--- src/rtl/signed_divider.sv ---
// Sequential signed divider: restoring shift-subtract, one quotient bit per
// clock, truncating toward zero. Divide-by-zero and MIN / -1 are resolved
// at accept time and finish after a single extra edge.
module signed_divider #(
  parameter int WIDTH = 8
) (
  input  logic             clk,
  input  logic             rst_n,
  input  logic             start,
  input  logic [WIDTH-1:0] x,
  input  logic [WIDTH-1:0] y,
  output logic             busy,
  output logic             done,
  output logic [WIDTH-1:0] q,
  output logic [WIDTH-1:0] r,
  output logic             overflow,
  output logic             negative,
  output logic             zero,
  output logic             div_zero
);

  localparam int CW = $clog2(WIDTH);
  localparam logic [WIDTH-1:0] MIN_VAL  = {1'b1, {(WIDTH-1){1'b0}}};
  localparam logic [WIDTH-1:0] ALL_ONES = {WIDTH{1'b1}};
  localparam logic [WIDTH-1:0] ONE      = {{(WIDTH-1){1'b0}}, 1'b1};

  typedef enum logic [1:0] {
    IDLE = 2'd0,
    CALC = 2'd1,
    FIX  = 2'd2
  } state_t;

  // Magnitude of a two's-complement value; MIN maps to 2^(WIDTH-1) unsigned.
  function automatic logic [WIDTH-1:0] abs_val(input logic [WIDTH-1:0] v);
    logic [WIDTH-1:0] res;
    if (v[WIDTH-1]) begin
      res = ~v + ONE;
    end else begin
      res = v;
    end
    return res;
  endfunction

  state_t           state_r;
  logic [CW-1:0]    cnt_r;
  logic             sign_x_r;
  logic             sign_y_r;
  logic [WIDTH-1:0] dvd_r;      // |x|, shifted out MSB first
  logic [WIDTH-1:0] dvs_r;      // |y|
  logic [WIDTH:0]   rem_r;      // partial remainder
  logic [WIDTH-1:0] quo_r;      // unsigned quotient being built
  logic             pend_ovf_r; // flags decided at accept, published at FIX
  logic             pend_dz_r;

  logic [WIDTH:0]   trial_s;
  logic [WIDTH:0]   diff_s;
  logic             ge_s;
  logic [WIDTH-1:0] q_fix_s;
  logic [WIDTH-1:0] r_fix_s;

  // Restoring step datapath and final sign correction.
  always_comb begin
    trial_s = {rem_r[WIDTH-1:0], dvd_r[WIDTH-1]};
    diff_s  = trial_s - {1'b0, dvs_r};
    ge_s    = (trial_s >= {1'b0, dvs_r});
    q_fix_s = quo_r;
    r_fix_s = rem_r[WIDTH-1:0];
    if (sign_x_r ^ sign_y_r) begin
      q_fix_s = ~quo_r + ONE;
    end else begin
      q_fix_s = quo_r;
    end
    if (sign_x_r) begin
      r_fix_s = ~rem_r[WIDTH-1:0] + ONE;
    end else begin
      r_fix_s = rem_r[WIDTH-1:0];
    end
  end

  // Control FSM, iteration state and registered results/flags.
  always_ff @(posedge clk or negedge rst_n) begin
    if (!rst_n) begin
      state_r    <= IDLE;
      cnt_r      <= {CW{1'b0}};
      sign_x_r   <= 1'b0;
      sign_y_r   <= 1'b0;
      dvd_r      <= {WIDTH{1'b0}};
      dvs_r      <= {WIDTH{1'b0}};
      rem_r      <= {(WIDTH+1){1'b0}};
      quo_r      <= {WIDTH{1'b0}};
      pend_ovf_r <= 1'b0;
      pend_dz_r  <= 1'b0;
      busy       <= 1'b0;
      done       <= 1'b0;
      q          <= {WIDTH{1'b0}};
      r          <= {WIDTH{1'b0}};
      overflow   <= 1'b0;
      negative   <= 1'b0;
      zero       <= 1'b0;
      div_zero   <= 1'b0;
    end else begin
      case (state_r)
        IDLE: begin
          done <= 1'b0;
          if (start) begin
            busy       <= 1'b1;
            cnt_r      <= {CW{1'b0}};
            dvd_r      <= abs_val(x);
            dvs_r      <= abs_val(y);
            sign_x_r   <= x[WIDTH-1];
            sign_y_r   <= y[WIDTH-1];
            pend_ovf_r <= 1'b0;
            pend_dz_r  <= 1'b0;
            quo_r      <= {WIDTH{1'b0}};
            rem_r      <= {(WIDTH+1){1'b0}};
            if (y == {WIDTH{1'b0}}) begin
              // Preload the final answer; cleared signs make FIX pass it through.
              pend_dz_r <= 1'b1;
              quo_r     <= ALL_ONES;
              rem_r     <= {1'b0, x};
              sign_x_r  <= 1'b0;
              sign_y_r  <= 1'b0;
              state_r   <= FIX;
            end else if ((x == MIN_VAL) && (y == ALL_ONES)) begin
              pend_ovf_r <= 1'b1;
              quo_r      <= MIN_VAL;
              sign_x_r   <= 1'b0;
              sign_y_r   <= 1'b0;
              state_r    <= FIX;
            end else begin
              state_r <= CALC;
            end
          end else begin
            state_r <= IDLE;
          end
        end
        CALC: begin
          dvd_r <= {dvd_r[WIDTH-2:0], 1'b0};
          if (ge_s) begin
            rem_r <= diff_s;
            quo_r <= {quo_r[WIDTH-2:0], 1'b1};
          end else begin
            rem_r <= trial_s;
            quo_r <= {quo_r[WIDTH-2:0], 1'b0};
          end
          if (cnt_r == CW'(WIDTH - 1)) begin
            state_r <= FIX;
          end else begin
            cnt_r <= cnt_r + {{(CW-1){1'b0}}, 1'b1};
          end
        end
        FIX: begin
          q        <= q_fix_s;
          r        <= r_fix_s;
          negative <= q_fix_s[WIDTH-1];
          zero     <= (q_fix_s == {WIDTH{1'b0}});
          overflow <= pend_ovf_r;
          div_zero <= pend_dz_r;
          done     <= 1'b1;
          busy     <= 1'b0;
          cnt_r    <= {CW{1'b0}};
          state_r  <= IDLE;
        end
        default: begin
          state_r <= IDLE;
          busy    <= 1'b0;
          done    <= 1'b0;
        end
      endcase
    end
  end

endmodule

--- config.mk ---
export PLATFORM = sky130hd
export DESIGN_NAME = signed_divider
export DESIGN_NICKNAME = d
export VERILOG_FILES = /design/src/rtl/signed_divider.sv
export SDC_FILE = /design/constraint.sdc
export NUM_CORES = 1
export LEC_CHECK = 0
export ABC_AREA = 1
export BUFFER_PORTS_ARGS = -buffer_cell sky130_fd_sc_hd__buf_4
export CORE_ASPECT_RATIO = 0.75
export CORE_UTILIZATION = 55
export CTS_BUF_LIST = sky130_fd_sc_hd__clkbuf_4
export DETAILED_ROUTE_END_ITERATION = 12
export PLACE_DENSITY = 0.78
export SLEW_MARGIN = 20
export SYNTH_ARGS = -nofsm -noshare
export SYNTH_HDL_FRONTEND = slang
export SYNTH_SLANG_ARGS = --single-unit
export TNS_END_PERCENT = 30
--- constraint.sdc ---
create_clock -name clk -period 1.7 [get_ports clk]
set_input_delay 0.085 -clock clk [delete_from_list [all_inputs] [get_ports clk]]
set_output_delay 0.085 -clock clk [all_outputs]
set_load 0.01 [all_outputs]
==> impl_metrics.tcl, run 1 <==
set metrics [dict create \
    synth_top_family_by_area "simple AND/OR/NAND/NOR gates" \
    slew_violations 0 \
    use_met3 0.0789 \
    status "finished with violations" \
    grt_busiest_layer "met2" \
    fin_skew_ns 0.0108 \
    hp-start "x[0]" \
    diodes 0 \
    grt_pass1_vias 3214 \
    layout-drive-gt1-share 0.257 \
    clk_pin_slew_ns 0.11 \
    grt_util_met1 0.387 \
    ctsRootBufferMaster "clkbuf_4" \
    gr-usage-all-layers 0.276 \
    p_seq_frac 0.250 \
    mappedNetlistNets 527 \
    internal_power_mw 5.43 \
    max_slew_margin 0.689 \
    totalWireLength_microns 9790 \
    core_area_sq_mm 0.00683 \
    min_to "dvd_r[0]" \
    synth_compound_area_frac 0.136 \
    crit_buf_inv 2 \
    synthXorXnorAreaFrac 0.0450 \
    use_met2 0.430 \
    startpoint_type "flop" \
    synth_simple_gate_area_frac 0.259 \
    cp_slowest_cell "dfrtp_1" \
    pwr-share-clk 0.078 \
    dr_total_vias 3556 \
    synth_area_per_cell_sq_um 7.93 \
    grt_pass1_wl_microns 15400 \
    comb_power_share 0.673 \
    routedWlPerCell_microns 14.8 \
    rows 26 \
    p_sw_frac 0.478 \
    setup_viol 8 \
    ys_ff_latch 62 \
    postRouteAntennaNets 0 \
    dp_hpwl_microns 7010 \
    setup_ws_ns -0.0580 \
    die_area_sq_mm 0.00742 \
    syn_area_sq_mm 0.00389 \
    critPathMaxFanout 7 \
    start_util 0.570 \
    peakVddDrop_mv 1.06 \
    numCtsBuffers 9 \
    path_class "reg -> reg" \
    ys_seq_area_frac 0.398 \
    synth-edff-count 0 \
    fin_cells 663 \
    r2r-start "rem_r[4]" \
    slowest_delay_ns 0.42 \
    maxCapViolCount 0 \
    clock_path_buffers 2 \
    placed_cells 630 \
    io_buffers 40 \
    ys.flop_type "dfrtp_1" \
    crit_top_cell "nand3_1" \
    violations "setup timing" \
    h-tree-depth 3 \
    fin_util 0.710 \
    die_w_microns 99.2 \
    worst_slew_pin_slew_ns 0.467 \
    overflow 0 \
    fin_crit_sh 1.03 \
    synth_area_leaders "dfrtp_1 (40%), nand2_1 (12%), inv_1 (6.6%), ha_1 (5.1%), nand3_1 (4.5%)" \
    cts_tree "done" \
    die_h_microns 74.9 \
    multi_input_area_sq_mm 0.00208 \
    io_pins 41 \
    insertion_delay_ns 0.42 \
    area_growth_pct 24.6 \
    antenna_found_initial 0 \
    cts.sinks 62 \
    holdPathStages 3 \
    ys_types 41 \
    grt_start_max_net_pins 36 \
    avgViaCountPerCell 5.36 \
    gp_congestion 0.874 \
    leakage_nw 2.44 \
    seq_area_sq_mm 0.00155 \
    hold_violations 0 \
    worstRegToRegCells 10 \
    synth_common_cells "nand2_1 (126), inv_1 (68), dfrtp_1 (62), nand3_1 (35), o21ai_0 (29)" \
    period_needed_ns 1.76 \
    drc 0 \
    min_path_type "in -> reg" \
    synth.most_common_cell "nand2_1" \
    r2r_end "rem_r[2]" \
    reg2reg_slack_ns -0.06 \
    yosysTopAreaCellShare 0.398 \
    muxShareOfSynthArea 0.00257 \
    worstSetupEndpointType "flop" \
    drt_first_pass_iters 4 \
    synthCells 491 \
    required_ns 2.05 \
    n_fill_cell 558 \
    synth-async-reset-ratio 1.00 \
    p_switching_mw 4.98 \
    nNetsFinal 611 \
    rsz0062_at_grt "yes" \
    synthAdderAreaFrac 0.0566 \
    fmax_mhz 569 \
    yosysTopAreaCell "dfrtp_1" \
    drt_iter0_markers 279 \
    crit_family "simple AND/OR/NAND/NOR gates" \
    power_density_mw_per_mm2 2150 \
    ys_warn_count 0 \
    path_cells "ha_1 -> nand2_1 -> inv_2 -> nand3_1 -> nor2_2 -> nor2_4 -> buf_12 -> nand3_1 -> nand3_1 -> a21boi_1" \
    critPathArrivalTime_ns 2.11 \
]
[worst min-delay path: stages]
cell and delay, ns:
buf_4 0.11, inv_1 0.11, o22ai_1 0.10
[power by group through the flow]
stage	logic [mW]	registers (mW)	clock network, mW
6_report	7.00	2.60	0.808
5_1_grt	7.74	2.68	0.887
4_1_cts	6.63	2.58	0.822
3_5_place_dp	6.31	2.59	0
3_3_place_gp	6.13	2.56	0
2_1_floorplan	4.35	2.63	0
[layout by cell type, fill, tap and decap left out, types with 2 or more instances in the layout]
master / netlist / layout
nand3b_1: 3 / 3
o211ai_1: 2 / 2
nor3_1: 3 / 2
o22ai_2: 2 / 2
inv_4: 2 / 2
ha_1: 16 / 10
a31oi_1: 3 / 3
nor2_4: 7 / 7
o21ai_1: 10 / 13
a21oi_2: 3 / 4
clkinv_2: 0 / 3
buf_4: 3 / 69
o21ai_0: 29 / 26
xnor2_1: 2 / 2
nand4_1: 4 / 4
o221ai_1: 8 / 8
dfrtp_1: 62 / 62
nand2_2: 6 / 10
nor2_2: 0 / 3
nand2_1: 126 / 122
clkbuf_4: 0 / 9
inv_2: 10 / 14
dlygate4sd3_1: 0 / 13
a21oi_1: 6 / 5
inv_1: 68 / 64
nand3_1: 35 / 33
xor2_1: 18 / 18
ha_4: 0 / 6
clkinv_1: 0 / 2
o21ai_2: 4 / 4
buf_12: 0 / 3
nor2_1: 26 / 23
a22oi_1: 4 / 4
nand3_2: 2 / 4
a21boi_1: 7 / 7
[cells by family after synthesis]
family | after synthesis
AO/OA/AOI/OAI | 82
XOR/XNOR | 20
adder cells (fa/ha/maj) | 17
buffers and inverters | 93
flip-flops | 62
multiplexers | 1
AND/OR/NAND/NOR | 216
[metrics by stage]
stage                     TNS [ns]  setup WS [ns]  area (sq um)  hold slack [ns]  power, mW
after floorplan                  0         0.0383          3890           -0.211       6.98
after global placement    -0.00941       -0.00941          4440           0.0650       8.70
after detailed placement    -0.356        -0.0638          4440           0.0696       8.89
after CTS                        0        0.00272          4770           0.0128       10.0
after global routing        -0.917         -0.136          4850           0.0306       11.3
final                       -0.235        -0.0580          4850           0.0351       10.4
[how the worst max path moves through the flow]
stage	to	cells after the start	slack [ns]	from
floorplan	rem_r[6]	12	0.04	dvd_r[7]
global placement	rem_r[6]	11	-0.009	dvs_r[0]
detailed placement	rem_r[6]	11	-0.06	dvs_r[0]
CTS	rem_r[7]	11	0.003	dvs_r[6]
global route	rem_r[2]	11	-0.14	dvs_r[1]
finish	rem_r[2]	10	-0.06	rem_r[4]
[what timing repair did]
item / 4_1_cts / 5_1_grt
gates cloned: 1 / 0
pin swaps: 0 / 5
endpoints found under the setup margin: 10 / 12
hold endpoints to repair: 71 / 0
buffers inserted: 1 / 3
resized for setup: 12 / 17
hold buffers: 13 / 0
[cell type report]
| class | count | share of cell area |
|---|---|---|
| timing repair buffer | 85 | 0.146 |
| sequential | 62 | 0.320 |
| inverter | 80 | 0.0630 |
| multi-input combinational | 337 | 0.429 |
| clock buffer | 9 | 0.0139 |
| clock inverter | 6 | 0.00619 |
| tap | 84 | 0.0217 |
[state kept, by name, indices dropped and copies added (netlist names)]
register	count
overflow	1
div_zero	1
r	8
q	8
dvs_r	8
busy	1
quo_r	8
dvd_r	8
state_r	2
sign_y_r	1
pend_dz_r	1
done	1
rem_r	8
pend_ovf_r	1
zero	1
cnt_r	3
sign_x_r	1
[layer usage]
| metal | up-vias | routed length (microns) |
|---|---|---|
| met5 | - | 0 |
| li1 | 1752 | - |
| met2 | 113 | 4330 |
| met3 | 13 | 595 |
| met4 | 0 | 129 |
| met1 | 1678 | 4730 |
(Power assumes the default switching activity.)
==> inputs of run 2 (changes only) <==
CELL_PAD_IN_SITES_DETAIL_PLACEMENT = 1   (was not set)
CELL_PAD_IN_SITES_GLOBAL_PLACEMENT = 1   (was not set)
CORE_UTILIZATION = 41   (was 55)
PLACE_DENSITY = 0.76   (was 0.78)
==> run 2 against run 1 <==
The run still ends with setup timing left. Combinational power up 4.7%. Hold slack got worse by 0.0025 ns. Power up 6.5%. Largest cell class unchanged. Largest power group unchanged.
==> impl_metrics.tcl, run 2 (synthesis gave the netlist of run 1 again) <==
set metrics [dict create \
    status "finished with violations" \
    postPlaceCellArea_sq_mm 0.00451 \
    power_mw 11.1 \
    cts.sinks 62 \
    critPathArrivalTime_ns 2.11 \
    power_density_mw_per_mm2 2200 \
    p_seq_frac 0.237 \
    start_util 0.427 \
    core_area_sq_mm 0.00912 \
    maxCapViolCount 0 \
    fin_crit_sh 1.04 \
    tns_ns -0.153 \
    p_switching_mw 5.27 \
    antenna_found_initial 0 \
    dp_slack_ns -0.138 \
    seq_area_sq_mm 0.00155 \
    startpoint "dvs_r[0]" \
    overflow 0 \
    grt_pass1_wl_microns 18900 \
    setup_ws_ns -0.0629 \
    clk_pin_slew_ns 0.10 \
    ctsRootBufferMaster "clkbuf_4" \
    slew_violations 0 \
    layout-drive-gt1-share 0.277 \
    pwr-share-clk 0.102 \
    drt_first_pass_iters 4 \
    postRouteAntennaNets 0 \
    startpoint_type "flop" \
    rows 30 \
    routedWlPerCell_microns 16.2 \
    fin_skew_ns 0.00829 \
    max_slew_margin 0.678 \
    worstSetupEndpointType "flop" \
    final_common_cell "nand2_1" \
    min_path_type "in -> reg" \
    n_fill_cell 1137 \
    hp-start "x[0]" \
    gr-usage-all-layers 0.252 \
    fmax_mhz 567 \
    dr_total_vias 3643 \
    r2r-start "dvs_r[0]" \
    comb_power_share 0.661 \
    violations "setup timing" \
    fin_util 0.551 \
    avgViaCountPerCell 5.09 \
    internal_power_mw 5.81 \
    rsz0062_at_grt "yes" \
    layout_common_cells "nand2_1 (121), buf_4 (78), dfrtp_1 (62)" \
    grt_pass1_vias 3817 \
    required_ns 2.05 \
    insertion_delay_ns 0.43 \
    leakage_nw 2.50 \
    area_growth_pct 29.1 \
    multi_input_area_sq_mm 0.00211 \
    peakVddDrop_mv 0.888 \
    drc 0 \
    die_w_microns 115 \
    hold_violations 0 \
    worst_slew_pin_slew_ns 0.482 \
    setup_viol 5 \
    p_sw_frac 0.476 \
    io_buffers 40 \
    totalWireLength_microns 11600 \
    grt_start_max_net_pins 34 \
    drt_iter0_markers 157 \
    critPathMaxFanout 2 \
    die_area_sq_mm 0.00989 \
    io_pins 41 \
    clock_path_buffers 2 \
    path_class "reg -> reg" \
    diodes 0 \
    period_needed_ns 1.76 \
    final_area_sq_mm 0.00503 \
    numCtsBuffers 9 \
    cts_tree "done" \
    h-tree-depth 3 \
    dp_hpwl_microns 8360 \
    nNetsFinal 620 \
    gp_congestion 0.853 \
    die_h_microns 86.4 \
]
==> run 2: cell types whose count changed in the layout (fill, tap and decap cells not counted), sizes merged <==
| cell | change |
|---|---|
| bufinv | +2 |
| dlygate4sd3 | +2 |
| clkinv | -1 |
| clkinvlp | -1 |
| buf | +7 |
==> run 2: power by group through the flow <==
stage,sequential [mW],combinational [mW],clock [mW]
floorplan,2.63,4.35,0
global placement,2.58,6.35,0
detailed placement,2.62,6.61,0
CTS,2.62,7.08,1.17
global route,2.69,8.13,1.23
finish,2.62,7.33,1.13
==> run 2: path summary, 6_finish.rpt <==
| check | endpoint | depth (start not counted) | slack (ns) |
|---|---|---|---|
| max | rem_r[2] | 8 | -0.06 |
| max reg2reg | rem_r[2] | 8 | -0.06 |
| min reg2reg | overflow | 2 | 0.49 |
| max in group asynchronous | dvd_r[5] | 3 | 1.01 |
| min | dvd_r[0] | 3 | 0.03 |
| min in group asynchronous | rem_r[6] | 2 | 0.15 |
==> run 2: final cells by class <==
class	instances	share of cell area
clock buffer	9	0.0134
clock inverter	6	0.0154
inverter	80	0.0607
multi-input combinational	337	0.420
sequential	62	0.309
tap	128	0.0319
timing repair buffer	94	0.150
==> run 2: layer usage <==
metal	up-vias	track usage	routed length, microns
met2	70	0.409	5390
met1	1781	0.344	5680
met5	-	0	0
met4	0	0.0767	121
met3	14	0.0476	400
li1	1778	-	-
==> run 2: critical path, stage by stage (launching register included) <==
cell and delay [ns]:
dfrtp_1 0.40, ha_2 0.19, fa_2 0.35, buf_4 0.14, buf_4 0.13, xor2_1 0.13
nand2_1 0.08, nand3_2 0.08, a21boi_2 0.19
==> run 2: metrics by stage <==
| step | hold slack [ns] | std cells |
|---|---|---|
| after floorplan | -0.211 | 491 |
| after global placement | 0.0749 | 678 |
| after detailed placement | 0.0853 | 678 |
| after CTS | 0.00478 | 711 |
| after global routing | 0.0441 | 716 |
| final | 0.0325 | 716 |
==> run 2: repair_timing <==
action / CTS / global route
gates resized for setup: 21 / 15
setup endpoints to repair: 9 / 13
buffers inserted: 2 / 5
pin swaps: 0 / 10
hold buffers: 15 / 0
cloned: 1 / 0
hold endpoints to repair: 61 / 0
==> inputs of run 3 (changes only) <==
REMOVE_ABC_BUFFERS = 1   (was not set)
==> run 3 against run 2 <==
The flow still finishes with violations (setup timing). Flip-flop and latch count did not move. Sequential power is essentially flat. Fmax fell by 1.5%. Hold slack about the same. Critical endpoint is now rem_r[6]. Setup slack lost 0.027 ns. Sequential share of layout area shrank 0.56 points. Critical path depth grew 2.
==> impl_metrics.tcl, run 3 (synthesis gave the netlist of run 1 again) <==
set metrics [dict create \
    holdPathStages 3 \
    startpoint "dvs_r[0]" \
    slew_violations 0 \
    dp_hpwl_microns 8780 \
    dr_total_vias 3651 \
    crit_buf_inv 0 \
    fin_crit_sh 1.05 \
    status "finished with violations" \
    overflow 0 \
    numCtsBuffers 9 \
    n_fill_cell 1115 \
    ctsRootBufferMaster "clkbuf_4" \
    required_ns 2.05 \
    hp-start "y[4]" \
    drt_iter0_markers 181 \
    fin_skew_ns 0.0134 \
    path_class "reg -> reg" \
    h-tree-depth 3 \
    leakage_nw 2.53 \
    worstRegToRegCells 10 \
    gr-usage-all-layers 0.253 \
    maxCapViolCount 0 \
    layout_common_cells "nand2_1 (116), buf_4 (77), dfrtp_1 (61)" \
    fmax_mhz 559 \
    core_area_sq_mm 0.00912 \
    startpoint_type "flop" \
    nNetsFinal 621 \
    cp.depth 10 \
    peakVddDrop_mv 1.19 \
    critPathMaxFanout 2 \
    avgViaCountPerCell 5.09 \
    slowest_delay_ns 0.41 \
    period_needed_ns 1.79 \
    area_growth_pct 31.6 \
    fin_hold_ws_ns 0.0327 \
    min_path_type "in -> reg" \
    violations "setup timing" \
    antenna_found_initial 0 \
    grt_pass1_vias 3762 \
    rsz0062_at_grt "yes" \
    drt_first_pass_iters 4 \
    layout-drive-gt1-share 0.294 \
    insertion_delay_ns 0.43 \
    r2r-start "dvs_r[0]" \
    use_met3 0.0552 \
    die_h_microns 86.4 \
    power_density_mw_per_mm2 2260 \
    die_w_microns 115 \
    path_cells "ha_2 -> fa_2 -> nand3b_1 -> nand2_2 -> nand2_1 -> nand3b_1 -> nand2_1 -> nand2_1 -> nand3_1 -> a21boi_1" \
    max_slew_margin 0.745 \
    postRouteAntennaNets 0 \
    io_pins 41 \
    crit_top_cell "nand2_1" \
    crit_family "simple AND/OR/NAND/NOR gates" \
    postPlaceCellArea_sq_mm 0.00456 \
    gp_congestion 0.867 \
    cts.sinks 62 \
    routedWlPerCell_microns 16.4 \
    io_buffers 40 \
    grt_start_max_net_pins 38 \
    worst_slew_pin_slew_ns 0.379 \
    grt_pass1_wl_microns 19100 \
    final_area_sq_mm 0.00512 \
    power_mw 11.6 \
    start_util 0.427 \
    final_common_cell "nand2_1" \
    grt_busiest_layer "met2" \
    die_area_sq_mm 0.00989 \
    drc 0 \
    totalWireLength_microns 11800 \
    cp_slowest_cell "dfrtp_1" \
    rows 30 \
    diodes 0 \
    clock_path_buffers 2 \
    setup_ws_ns -0.0896 \
    setup_viol 5 \
    worstSetupEndpointType "flop" \
    clk_pin_slew_ns 0.10 \
    hold_violations 0 \
    use_met2 0.417 \
    cts_tree "done" \
    grt_util_met1 0.341 \
    critPathArrivalTime_ns 2.14 \
]
==> run 3: cell count changes in the layout (fill, tap and decap cells not counted), moves of 2 or more <==
cell and change:
nand3_2 -3, nand2_2 +3, nor2_2 +2, nor2_1 -3, nand2_4 +2, nand2_1 -5
nand3_1 +3
==> run 3: what timing repair did <==
action | 4_1_cts | 5_1_grt
gates cloned | 1 | 0
setup buffers | 1 | 3
resized for setup | 19 | 29
endpoints found under the hold margin | 73 | 0
hold buffers | 15 | 0
endpoints found under the setup margin | 10 | 14
pin swaps | 2 | 11
==> run 3: where the power goes <==
group | switching (mW) | total, mW | internal (mW) | leakage (nW)
clock network | 0.554 | 1.30 | 0.747 | 0.0939
logic | 4.41 | 7.66 | 3.25 | 1.66
registers | 0.483 | 2.63 | 2.15 | 0.776
==> run 3: final timing paths <==
kind / to / slack, ns
worst max register to register: rem_r[6] / -0.09
worst min-delay path: dvs_r[4] / 0.03
min in group asynchronous: q[3] / 0.10
worst max-delay path: rem_r[6] / -0.09
worst min register to register: q[0] / 0.49
max in group asynchronous: rem_r[1] / 1.06
==> run 3: area by class of cell <==
cell class | count | area (sq um) | area share
inverter | 80 | 305 | 0.0596
sequential | 62 | 1550 | 0.303
multi-input combinational | 337 | 2150 | 0.420
timing repair buffer | 95 | 779 | 0.152
clock buffer | 10 | 75.1 | 0.0146
tap | 128 | 160 | 0.0313
clock inverter | 5 | 98.8 | 0.0193
==> run 3: worst reg2reg max path, cell delays in order, from the launching register on <==
cell	delay [ns]
dfrtp_1	0.41
ha_2	0.20
fa_2	0.35
nand3b_1	0.19
nand2_2	0.10
nand2_1	0.07
nand3b_1	0.09
nand2_1	0.07
nand2_1	0.06
nand3_1	0.08
a21boi_1	0.13
==> run 3: per-stage QoR <==
stage	setup slack (ns)	cells	TNS [ns]	util
2_1_floorplan	0.0225	478	0	-
3_3_place_gp	-0.00609	682	-0.0111	0.499
3_5_place_dp	-0.100	682	-0.365	0.499
4_1_cts	-0.0374	714	-0.0699	0.548
5_1_grt	-0.157	717	-0.772	0.562
6_report	-0.0896	717	-0.221	0.562
==> run 3: per-layer routing <==
layer / vias to the layer above / part of all wire
met1: 1776 / 0.48
li1: 1780 / -
met2: 80 / 0.48
met3: 15 / 0.032
met4: 0 / 0.013
met5: - / 0
